===== config.mk =====
export PLATFORM = sky130hd
export DESIGN_NAME = and_share_arbiter
export DESIGN_NICKNAME = d
export VERILOG_FILES = /design/src/rtl/and_share_arbiter_pkg.sv /design/src/rtl/and_share_arbiter_rr_pick.sv /design/src/rtl/and_share_arbiter.sv
export SDC_FILE = /design/constraint.sdc
export NUM_CORES = 1
export LEC_CHECK = 0
export CORE_MARGIN = 5
export CORE_UTILIZATION = 32
export CTS_CLUSTER_SIZE = 20
export DETAILED_ROUTE_END_ITERATION = 12
export PLACE_DENSITY = 0.71
export RECOVER_POWER = 50
export SKIP_LAST_GASP = 1
export SLEW_MARGIN = 30
export SYNTH_ARGS = -nofsm -noshare
export SYNTH_HDL_FRONTEND = slang
export SYNTH_SLANG_ARGS = --single-unit

===== constraint.sdc =====
create_clock -name clk -period 1.6 [get_ports clk]
set_clock_uncertainty 0.2 [all_clocks]
set_input_delay 0.32 -clock clk [delete_from_list [all_inputs] [get_ports clk]]
set_output_delay 0.32 -clock clk [all_outputs]
set_load 0.03 [all_outputs]

===== src/rtl/and_share_arbiter_pkg.sv =====
// and_share_arbiter_pkg: shared FSM encoding, default sizes and ID-width helper
// Rev 1.0
`default_nettype none

package and_share_arbiter_pkg;

  typedef enum logic [1:0] {
    ST_IDLE = 2'd0,
    ST_EXEC = 2'd1,
    ST_RESP = 2'd2
  } state_e;

  localparam int DEF_WIDTH = 4;
  localparam int DEF_NREQ  = 2;

  // A single requester still needs a 1-bit ID field.
  function automatic int idw_f(input int n);
    return (n <= 2) ? 1 : $clog2(n);
  endfunction

endpackage

`default_nettype wire


===== src/rtl/and_share_arbiter_rr_pick.sv =====
// and_share_arbiter_rr_pick: combinational round-robin pick starting at ptr
// Rev 1.0
`default_nettype none

module and_share_arbiter_rr_pick #(
  parameter int NREQ = 2,
  parameter int IDW  = 1
) (
  input  logic [NREQ-1:0] req_valid_i,
  input  logic [IDW-1:0]  ptr_i,
  output logic [NREQ-1:0] gnt_oh_o,
  output logic [IDW-1:0]  gnt_idx_o,
  output logic            any_o
);

  int   idx;
  logic found;

  always_comb begin
    gnt_oh_o  = '0;
    gnt_idx_o = '0;
    found     = 1'b0;
    idx       = 0;
    for (int k = 0; k < NREQ; k++) begin
      idx = int'(ptr_i) + k;
      if (idx >= NREQ) begin
        idx = idx - NREQ;
      end
      if (!found && req_valid_i[idx]) begin
        found          = 1'b1;
        gnt_idx_o      = IDW'(idx);
        gnt_oh_o[idx]  = 1'b1;
      end
    end
    any_o = found;
  end

endmodule

`default_nettype wire


===== src/rtl/and_share_arbiter.sv =====
// and_share_arbiter: round-robin sharing of one bitwise-AND unit among NREQ
// requesters with a single ID-tagged response channel. Rev 1.0
`default_nettype none

module and_share_arbiter
  import and_share_arbiter_pkg::*;
#(
  parameter int WIDTH = DEF_WIDTH,
  parameter int NREQ  = DEF_NREQ,
  parameter int IDW   = idw_f(NREQ),
  parameter int CNTW  = 8
) (
  input  logic                  clk,
  input  logic                  rst_n,
  input  logic [NREQ-1:0]       req_valid,
  input  logic [NREQ*WIDTH-1:0] req_a,
  input  logic [NREQ*WIDTH-1:0] req_b,
  output logic [NREQ-1:0]       req_ready,
  output logic                  rsp_valid,
  output logic [IDW-1:0]        rsp_id,
  output logic [WIDTH-1:0]      rsp_data,
  input  logic                  rsp_ready,
  output logic                  busy,
  output logic [CNTW-1:0]       done_cnt
);

  state_e           state_q, state_d;
  logic [IDW-1:0]   ptr_q, ptr_d;
  logic [IDW-1:0]   gnt_id_q, gnt_id_d;
  logic [WIDTH-1:0] op_a_q, op_a_d;
  logic [WIDTH-1:0] op_b_q, op_b_d;
  logic             rsp_valid_q, rsp_valid_d;
  logic [IDW-1:0]   rsp_id_q, rsp_id_d;
  logic [WIDTH-1:0] rsp_data_q, rsp_data_d;
  logic [CNTW-1:0]  done_cnt_q, done_cnt_d;

  logic [NREQ-1:0]  pick_oh;
  logic [IDW-1:0]   pick_idx;
  logic             pick_any;

  and_share_arbiter_rr_pick #(
    .NREQ (NREQ),
    .IDW  (IDW)
  ) u_rr_pick (
    .req_valid_i (req_valid),
    .ptr_i       (ptr_q),
    .gnt_oh_o    (pick_oh),
    .gnt_idx_o   (pick_idx),
    .any_o       (pick_any)
  );

  always_ff @(posedge clk or negedge rst_n) begin
    if (!rst_n) begin
      state_q     <= ST_IDLE;
      ptr_q       <= '0;
      gnt_id_q    <= '0;
      op_a_q      <= '0;
      op_b_q      <= '0;
      rsp_valid_q <= 1'b0;
      rsp_id_q    <= '0;
      rsp_data_q  <= '0;
      done_cnt_q  <= '0;
    end else begin
      state_q     <= state_d;
      ptr_q       <= ptr_d;
      gnt_id_q    <= gnt_id_d;
      op_a_q      <= op_a_d;
      op_b_q      <= op_b_d;
      rsp_valid_q <= rsp_valid_d;
      rsp_id_q    <= rsp_id_d;
      rsp_data_q  <= rsp_data_d;
      done_cnt_q  <= done_cnt_d;
    end
  end

  always_comb begin
    state_d     = state_q;
    ptr_d       = ptr_q;
    gnt_id_d    = gnt_id_q;
    op_a_d      = op_a_q;
    op_b_d      = op_b_q;
    rsp_valid_d = rsp_valid_q;
    rsp_id_d    = rsp_id_q;
    rsp_data_d  = rsp_data_q;
    done_cnt_d  = done_cnt_q;
    req_ready   = '0;
    case (state_q)
      ST_IDLE: begin
        if (pick_any) begin
          req_ready = pick_oh;
          op_a_d    = req_a[pick_idx*WIDTH +: WIDTH];
          op_b_d    = req_b[pick_idx*WIDTH +: WIDTH];
          gnt_id_d  = pick_idx;
          state_d   = ST_EXEC;
        end
      end
      ST_EXEC: begin
        rsp_data_d  = op_a_q & op_b_q;
        rsp_id_d    = gnt_id_q;
        rsp_valid_d = 1'b1;
        state_d     = ST_RESP;
      end
      ST_RESP: begin
        // Pointer moves only on completion so the served requester drops to lowest priority.
        if (rsp_ready) begin
          rsp_valid_d = 1'b0;
          done_cnt_d  = done_cnt_q + 1'b1;
          ptr_d       = (gnt_id_q == IDW'(NREQ - 1)) ? '0 : gnt_id_q + 1'b1;
          state_d     = ST_IDLE;
        end
      end
      default: begin
        state_d = ST_IDLE;
      end
    endcase
  end

  assign rsp_valid = rsp_valid_q;
  assign rsp_id    = rsp_id_q;
  assign rsp_data  = rsp_data_q;
  assign done_cnt  = done_cnt_q;
  assign busy      = (state_q != ST_IDLE);

endmodule

`default_nettype wire


==> qor.txt, run 1 <==
outcome - finished with violations
failing checks - setup timing
Setup Viol. Count Final - 3
FF-to-FF setup slack - 0.11 ns
dpl ws - -0.259 ns
chip width - 71.4 um
Post-Place Cells - 213
setup TNS - -0.505 ns
Top Layer Used - met4
multi-input logic area - 524 um^2
most numerous cell in the Yosys netlist - dfrtp_1
slowest stage delay, CP - 0.41 ns
IO Port Bufs - 37
Synth Cell Area - 1200 um^2
Cells after Synth - 120
violation count after the first detailed-route iteration - 22
vias per cell - 4.76
critical-path maximum fanout - 2
maximum VDD drop - 0.000735 V
post-route ant nets - 0
final worst slack - -0.195 ns
CP Class - reg2out
Sink Count - 26
reg2reg end - op_b_q[1]
CP dominant cell by count - buf_6
Worst-path clk slew - 0.09 ns
Cell variety after synth - 29
area growth from synthesis to layout - 45.6%
CP max-delay cell - dfrtp_1
FF-to-FF path depth - 6
Slew headroom - 58.3%
diode count - 0
FF+latch area - 651 um^2
total CTS buffers - 3
HP Start - done_cnt[7]
final instance area - 1750 um^2
biggest area consumer among synthesized cells - dfrtp_1
via count - 1042
critical path arrival - 1.27 ns
initial antenna violation count - 0
drt total wl - 2690 um
DRC Markers - 0
sequential-to-total area share from yosys stat - 54.0%
DIE AREA - 5090 um^2
layout cells sized above 1 - 24.6%
highest achievable clock rate - 557 MHz
RSZ-0062 raised after global routing - true
Hold Fails Final Rpt - 0
worst hold stages - 1
Leak Pwr - 0.000806 uW
measured slew at the worst slew-check pin - 0.625 ns
# IOs - 38
Avg WL per Cell - 12.3 um
largest net degree at the start of global routing - 27
Total GRT Usage - 11.4%
filler cell count - 336
Yosys top cell area share - 54.0%
CTS tree - built
PD cells - 1750 nW/um^2
HPWL Detailed - 2200 um
minimum clock period after layout - 1.79 ns
Starting Density - 32.9%
Placement Rows - 22
CP endpoint kind - output port
vias in the first global route - 1105
final std cells w/o fill - 219
Slew Viols, Final - 0
Layout Nets - 194
Max Cap Viol - 0
Routed met3 length - 166 um
top post-synthesis cells by area - dfrtp_1, o21ai_0, a21oi_1
dpl cell area - 1680 um^2
Remaining Overflow, GRT - 0
worst min-delay path class - reg2reg
syn_nets - 142
Critical Path Start Type - flip-flop
chip height - 71.4 um
Metal-1 WL - 1130 um
Critical Path RT - 1.08 ns
Longest Clk Path Bufs - 2
Power Total - 3070 uW
ys flop type - dfrtp_1
Post-synth top cells - dfrtp_1, o21ai_0, nand2_1
Root Driver - clkbuf_8
EDFF count, synth - 0
ratio of final minimum period to clock period - 112%
global-route wire length before repair - 4740 um
synthesized flop and latch total - 26
syn_area_per_cell - 10.0 um^2
yosys warns - 0
worst-path cell chain - nor2_4 > inv_4 > buf_6 > nor3_4 > buf_6
core region area - 3660 um^2
ys async rst share - 100%
H-tree lvl count - 1
Worst-Skew Late Latency - 0.26 ns
end of the worst hold path - done_cnt[7]
met2 wire length - 1360 um
RR Startpoint - state_q[0]
gpl congestion - 0.829
Initial DRT Pass Iterations - 4
-- cells in the final DEF, fill, tap and decap left out --
cell | netlist | final
dfrtp_1 | 26 | 26
buf_4 | 1 | 20
clkdlybuf4s50_1 | 0 | 16
o21ai_0 | 15 | 15
nand2_1 | 13 | 13
a21oi_1 | 10 | 10
nand3_1 | 9 | 9
a31oi_1 | 8 | 8
dlygate4sd2_1 | 0 | 5
inv_1 | 4 | 4
nand2b_1 | 4 | 4
xor2_1 | 4 | 4
clkbuf_8 | 0 | 4
buf_6 | 0 | 4
clkbuf_2 | 0 | 4
nor2_1 | 3 | 3
xnor2_1 | 3 | 3
nor2_4 | 2 | 2
nor3_1 | 2 | 2
dlygate4sd3_1 | 0 | 2
inv_4 | 0 | 1
and3_4 | 0 | 1
and2b_2 | 0 | 1
nor3_4 | 0 | 1
nand3b_4 | 1 | 1
or2_2 | 1 | 1
mux2_1 | 1 | 1
nand4_1 | 1 | 1
nor4_2 | 1 | 1
nand4b_1 | 1 | 1
mux2_2 | 1 | 1
ha_1 | 1 | 1
clkbuf_1 | 2 | 1
-- routing by layer --
metal / vias to the layer above / global-route usage [%]
met5: - / 0
met4: 0 / 3.97
met3: 6 / 3.93
met2: 32 / 19.7
met1: 483 / 13.0
li1: 521 / -
-- worst max path at each step --
stage / slack [ns] / endpoint / start
global route: -0.27 / req_ready[1] / state_q[0]
floorplan: -0.01 / req_ready[1] / state_q[1]
CTS: -0.20 / req_ready[1] / state_q[0]
finish: -0.19 / req_ready[1] / state_q[0]
global placement: -0.23 / req_ready[1] / req_valid[1]
detailed placement: -0.26 / req_ready[1] / req_valid[1]
-- metrics by stage --
step | utilization [%] | hold WS, ns
after global placement | 46.0 | 0.263
after detailed placement | 46.0 | 0.265
after global routing | 47.9 | 0.312
after CTS | 48.3 | 0.220
after floorplan | - | -0.176
final | 47.9 | 0.279
-- layout make-up --
class	instances	area share, %
sequential	26	37.1
multi-input combinational	84	29.9
timing repair buffer	52	25.2
tap	48	3.42
clock buffer	4	3.14
inverter	5	1.21
-- power by group --
group	leakage (uW)	total, uW	switching [uW]	internal (uW)
combinational	0.000463	1520	850	671
clock	0.0000288	411	191	220
sequential	0.000314	1140	208	929
total	0.000806	3070	1250	1820
-- critical path, delay by kind of cell, from the launching register on --
kind | cells | cell delay (ns)
AND/OR/NAND/NOR | 2 | 0.28
flip-flops | 1 | 0.41
buffers and inverters | 3 | 0.31
-- flip-flops by register name, indices dropped and copies added (netlist names) --
name,cells
done_cnt,8
gnt_id_q,1
op_a_q,4
op_b_q,4
ptr_q,1
rsp_data,4
rsp_id,1
rsp_valid,1
state_q,2
-- kinds of logic after synthesis --
family | after synthesis | synth area share, %
fa+ha+maj | 1 | 1.04
compound gates | 33 | 14.5
flops | 26 | 54.0
buf+inv | 10 | 3.53
mux | 2 | 1.87
xor+xnor | 7 | 5.09
simple gates | 41 | 19.9
-- timing repair --
item                                    in CTS  in global routing
gates resized for setup                     11                  0
hold buffers                                 0                  0
endpoints found under the setup margin       5                  3
pin swaps                                    1                  0
cloned                                       0                  0
buffers inserted                             2                  0
Note: power is estimated with default switching activity, not from simulation.
==> inputs of run 2 (changes only) <==
- CORE_UTILIZATION: 32 -> 45
- CTS_BUF_LIST: not set -> sky130_fd_sc_hd__clkbuf_4 sky130_fd_sc_hd__clkbuf_8 sky130_fd_sc_hd__clkbuf_16
- PLACE_DENSITY: 0.71 -> 0.9
==> qor.txt, run 2 (same netlist as run 1, synthesis figures left out) <==
outcome - finished with violations
failing checks - setup timing
PD cells - 1780 nW/um^2 (+1.9%)
RSZ-0062 raised after global routing - true
largest net degree at the start of global routing - 27 (unchanged)
met2 wire length - 1720 um (+27%)
gpl congestion - 0.879 (+6.0%)
H-tree lvl count - 1 (unchanged)
Top Layer Used - met4
DRC Markers - 0 (unchanged)
final worst slack - -0.287 ns (-0.0917 ns)
via count - 1116 (+7.1%)
CP Class - reg2out
layout cells sized above 1 - 28.2% (+3.7 points)
critical-path maximum fanout - 2 (unchanged)
Remaining Overflow, GRT - 0 (unchanged)
chip height - 61.7 um (-13%)
commonest non-fill, non-tap cell in the layout - dfrtp_1
max FFs per register - 8 (unchanged)
# IOs - 38 (unchanged)
chip width - 61.7 um (-13%)
violation count after the first detailed-route iteration - 45 (+100%)
Critical Path RT - 1.08 ns (about the same)
total CTS buffers - 3 (unchanged)
Sink Count - 26 (unchanged)
register share of total power - 36.1% (-0.9 points)
Worst-path clk slew - 0.13 ns (+0.04 ns)
Root Driver - clkbuf_4
minimum clock period after layout - 1.89 ns (+0.0917 ns)
Avg WL per Cell - 15.6 um (+27%)
dpl cell area - 1700 um^2 (+1.0%)
ratio of final minimum period to clock period - 118% (+5.7 points)
Metal-1 WL - 1240 um (+9.3%)
measured slew at the worst slew-check pin - 0.625 ns (-0.000524 ns)
Hold Fails Final Rpt - 0 (unchanged)
Slew Viols, Final - 0 (unchanged)
Post-Place Cells - 198 (-7.0%)
Starting Density - 47.8% (+15 points)
highest achievable clock rate - 530 MHz (-4.9%)
area growth from synthesis to layout - 46.4%
core region area - 2520 um^2 (-31%)
Clk pwr share - 10.2% (-3.2 points)
maximum VDD drop - 0.00151 V (+110%)
Longest Clk Path Bufs - 2 (unchanged)
Routed met3 length - 207 um (+25%)
Total GRT Usage - 17.9% (+6.5 points)
drt total wl - 3220 um (+20%)
final instance area - 1760 um^2 (+0.57%)
Setup Viol. Count Final - 3 (unchanged)
internal power - 1800 uW (-0.87%)
global-route wire length before repair - 5030 um (+6.1%)
post-route ant nets - 0 (unchanged)
IO Port Bufs - 37 (unchanged)
most frequent cells in the layout - dfrtp_1, buf_4, clkdlybuf4s50_1, o21ai_0, nand2_1
final std cells w/o fill - 207 (-5.5%)
hold_buf cts - 0 (unchanged)
Slew headroom - 58.3% (about the same)
HPWL Detailed - 2210 um (+0.23%)
Placement Rows - 18 (-18%)
CP endpoint kind - output port
vias per cell - 5.39 (+13%)
diode count - 0 (unchanged)
DIE AREA - 3810 um^2 (-25%)
Critical Path Start Type - flip-flop
sw frac - 42.7% (+2.0 points)
Leak Pwr - 0.000820 uW (+1.8%)
Max Cap Viol - 0 (unchanged)
CTS tree - built
Layout Nets - 200 (+3.1%)
vias in the first global route - 1090 (-1.4%)
Worst-Skew Late Latency - 0.31 ns (+0.05 ns)
critical path arrival - 1.37 ns (+0.10 ns)
switching power - 1340 uW (+7.4%)
Comb power frac - 53.7% (+4.1 points)
Initial DRT Pass Iterations - 4 (unchanged)
FF-to-FF setup slack - 0.03 ns (-0.08 ns)
filler cell count - 182 (-46%)
initial antenna violation count - 0 (unchanged)
worst min-delay path class - reg2reg
[run 2: cell types whose count changed in the layout (fill, tap and decap cells not counted), sizes merged]
cell / delta
clkbuf: +4
clkdlybuf4s50: +2
nor2: +1
buf: +2
dlygate4sd2: -5
clkdlybuf4s15: +2
[run 2: critical path, cell delays in order (launching register included)]
cell and delay [ns]:
dfrtp_1 0.44, nor2_4 0.15, inv_4 0.05, buf_6 0.11, nor3_4 0.13, buf_6 0.16
[run 2: area by class of cell]
type	count	area [um^2]	area share, %
timing repair buffer	57	480	27.2
tap	30	37.5	2.13
multi-input combinational	85	538	30.5
inverter	5	21.3	1.21
sequential	26	651	36.9
clock buffer	4	36.3	2.06
[run 2: per-stage QoR]
stage	TNS (ns)	hold WS (ns)	utilization, %	power [uW]	setup WS, ns
6_report	-0.690	0.292	69.9	3150	-0.287
3_3_place_gp	-2.36	0.258	67.4	2620	-0.228
5_1_grt	-0.918	0.338	69.9	3350	-0.349
2_1_floorplan	-0.0113	-0.176	-	2040	-0.0113
3_5_place_dp	-3.06	0.268	67.4	2690	-0.293
4_1_cts	-0.792	0.156	70.3	3070	-0.295
[run 2: routing by layer]
metal,GRT usage (%),vias up
met4,9.09,0
met2,30.6,52
li1,-,535
met1,21.9,523
met5,0,-
met3,2.69,6
[run 2: repair_timing]
item,4_1_cts,5_1_grt
endpoints found under the setup margin,12,18
cloned,0,1
pin swaps,2,3
resized for setup,26,14
setup buffers,2,2
[run 2: path summary, 6_finish.rpt]
check	cells after the start	from	to
setup / recovery	5	state_q[0]	req_ready[1]
hold / removal	2	rsp_data[2]	rsp_data[2]
setup reg to reg	4	state_q[0]	done_cnt[5]
hold reg to reg	2	rsp_data[2]	rsp_data[2]
max in group asynchronous	2	rst_n	op_b_q[1]
min in group asynchronous	2	rst_n	done_cnt[6]
[run 2: power groups by stage]
stage,Clock [uW],Combinational (uW),Sequential (uW)
floorplan,0,703,1340
global placement,0,1490,1120
detailed placement,0,1550,1140
CTS,328,1610,1130
global route,354,1830,1170
finish,321,1690,1140
==> inputs of run 3 (changes only) <==
- CORE_ASPECT_RATIO: not set -> 1.4
- CORE_UTILIZATION: 45 -> 40
- PLACE_DENSITY: 0.9 -> 0.82
==> qor.txt, run 3 (same netlist as run 1, synthesis figures left out) <==
most frequent cells in the layout - dfrtp_1, buf_4, clkdlybuf4s50_1, o21ai_0, nand2_1
worst hold stages - 1 (-1)
setup TNS - -0.656 ns (+0.0335 ns)
outcome - finished with violations
Starting Density - 41.9% (-5.9 points)
Hold Fails Final Rpt - 0 (unchanged)
max FFs per register - 8 (unchanged)
highest achievable clock rate - 544 MHz (+2.7%)
IO Port Bufs - 37 (unchanged)
Layout Nets - 194 (-3.0%)
vias per cell - 5.06 (-6.1%)
DRC Markers - 0 (unchanged)
via count - 1053 (-5.6%)
drt total wl - 2900 um (-10%)
Clk pwr share - 13.8% (+3.6 points)
PD cells - 1740 nW/um^2 (-2.4%)
maximum VDD drop - 0.00111 V (-26%)
worst min-delay path class - reg2reg
Worst-path clk slew - 0.09 ns (-0.04 ns)
vias in the first global route - 1132 (+3.9%)
DIE AREA - 4230 um^2 (+11%)
Placement Rows - 23 (+5)
critical-path maximum fanout - 3 (+1)
diode count - 0 (unchanged)
Critical Path Start Type - flip-flop
final worst slack - -0.237 ns (+0.0495 ns)
post-route ant nets - 0 (unchanged)
Longest Clk Path Bufs - 2 (unchanged)
Sink Count - 26 (unchanged)
switching power - 1260 uW (-6.4%)
area growth from synthesis to layout - 45.7%
# IOs - 38 (unchanged)
Total GRT Usage - 15.1% (-2.8 points)
HPWL Detailed - 2270 um (+2.7%)
FF-to-FF path depth - 4 (unchanged)
FF+latch area - 651 um^2 (unchanged)
H-tree lvl count - 1 (unchanged)
gpl congestion - 0.789 (-10%)
violation count after the first detailed-route iteration - 40 (-11%)
layout cells sized above 1 - 21.1% (-7.2 points)
Critical Path RT - 1.08 ns (about the same)
sw frac - 41.1% (-1.5 points)
chip height - 74.9 um (+21%)
register share of total power - 37.1% (+1.0 points)
internal power - 1800 uW (-0.27%)
initial antenna violation count - 0 (unchanged)
filler cell count - 253 (+39%)
Slew headroom - 57.0% (-1.3 points)
Initial DRT Pass Iterations - 4 (unchanged)
dpl ws - -0.271 ns (+0.0221 ns)
commonest non-fill, non-tap cell in the layout - dfrtp_1
failing checks - setup timing
Remaining Overflow, GRT - 0 (unchanged)
Max Cap Viol - 0 (unchanged)
ratio of final minimum period to clock period - 115% (-3.1 points)
Setup Viol. Count Final - 6 (+3)
Avg WL per Cell - 13.9 um (-10%)
CTS tree - built
core region area - 2880 um^2 (+14%)
RSZ-0062 raised after global routing - true
total CTS buffers - 3 (unchanged)
chip width - 56.4 um (-8.7%)
CP Class - reg2out
multi-input logic area - 520 um^2 (-3.3%)
Slew Viols, Final - 0 (unchanged)
Worst-Skew Late Latency - 0.27 ns (-0.04 ns)
CP endpoint kind - output port
largest net degree at the start of global routing - 27 (unchanged)
Root Driver - clkbuf_8
critical path arrival - 1.32 ns (-0.05 ns)
global-route wire length before repair - 4960 um (-1.4%)
minimum clock period after layout - 1.84 ns (-0.0495 ns)
Comb power frac - 49.1% (-4.6 points)
Power Total - 3060 uW (-2.9%)
Leak Pwr - 0.000806 uW (-1.7%)
measured slew at the worst slew-check pin - 0.645 ns (+0.0200 ns)
## run 3: changes by cell type in the layout (fill, tap and decap cells not counted), sizes merged
cell / before / now
buf: 26 / 21
clkbuf: 13 / 5
clkdlybuf4s15: 2 / 1
clkdlybuf4s50: 18 / 17
dlygate4sd2: 0 / 10
nor2: 6 / 5
## run 3: layout make-up
| type | count | share of cell area [%] |
|---|---|---|
| clock buffer | 4 | 3.14 |
| timing repair buffer | 52 | 26.3 |
| sequential | 26 | 37.1 |
| tap | 37 | 2.64 |
| multi-input combinational | 84 | 29.7 |
| inverter | 5 | 1.21 |
## run 3: worst paths after layout
path                                   from           end  slack (ns)
min in group asynchronous             rst_n   done_cnt[5]        0.40
worst max-delay path             state_q[1]  req_ready[1]       -0.24
worst min-delay path            done_cnt[7]   done_cnt[7]        0.27
worst min register to register  done_cnt[7]   done_cnt[7]        0.27
max in group asynchronous             rst_n     op_a_q[3]        0.39
worst max register to register   state_q[0]   done_cnt[7]       -0.06
## run 3: power groups by stage
stage | Sequential [uW] | Clock (uW) | Combinational [uW]
2_1_floorplan | 1340 | 0 | 703
3_3_place_gp | 1130 | 0 | 1470
3_5_place_dp | 1150 | 0 | 1520
4_1_cts | 1130 | 433 | 1520
5_1_grt | 1170 | 454 | 1640
6_report | 1130 | 421 | 1500
## run 3: per-stage QoR
step	hold slack (ns)	cells	utilization [%]	cell area [um^2]
after floorplan	-0.176	120	-	1210
after global placement	0.256	203	58.9	1690
after detailed placement	0.258	203	58.9	1690
after CTS	0.224	208	61.1	1760
after global routing	0.290	208	61.0	1760
final	0.267	208	61.0	1760
## run 3: metal layers
metal / vias up / wire, um / global-route usage, %
li1: 520 / - / -
met1: 495 / 1130 / 15.8
met2: 33 / 1560 / 27.4
met3: 5 / 130 / 3.26
met4: 0 / 75 / 9.76
met5: - / 0 / 0
## run 3: timing repair
item	4_1_cts	5_1_grt
hold buffers	0	0
pin swaps	1	1
endpoints found under the setup margin	12	8
resized for setup	15	4
setup buffers	1	0
## run 3: worst max-delay path, cell delays in order (launching register included)
cell and delay [ns]:
dfrtp_1 0.42, nor2_4 0.16, inv_4 0.04, buf_4 0.15
nor3_4 0.13, buf_6 0.15
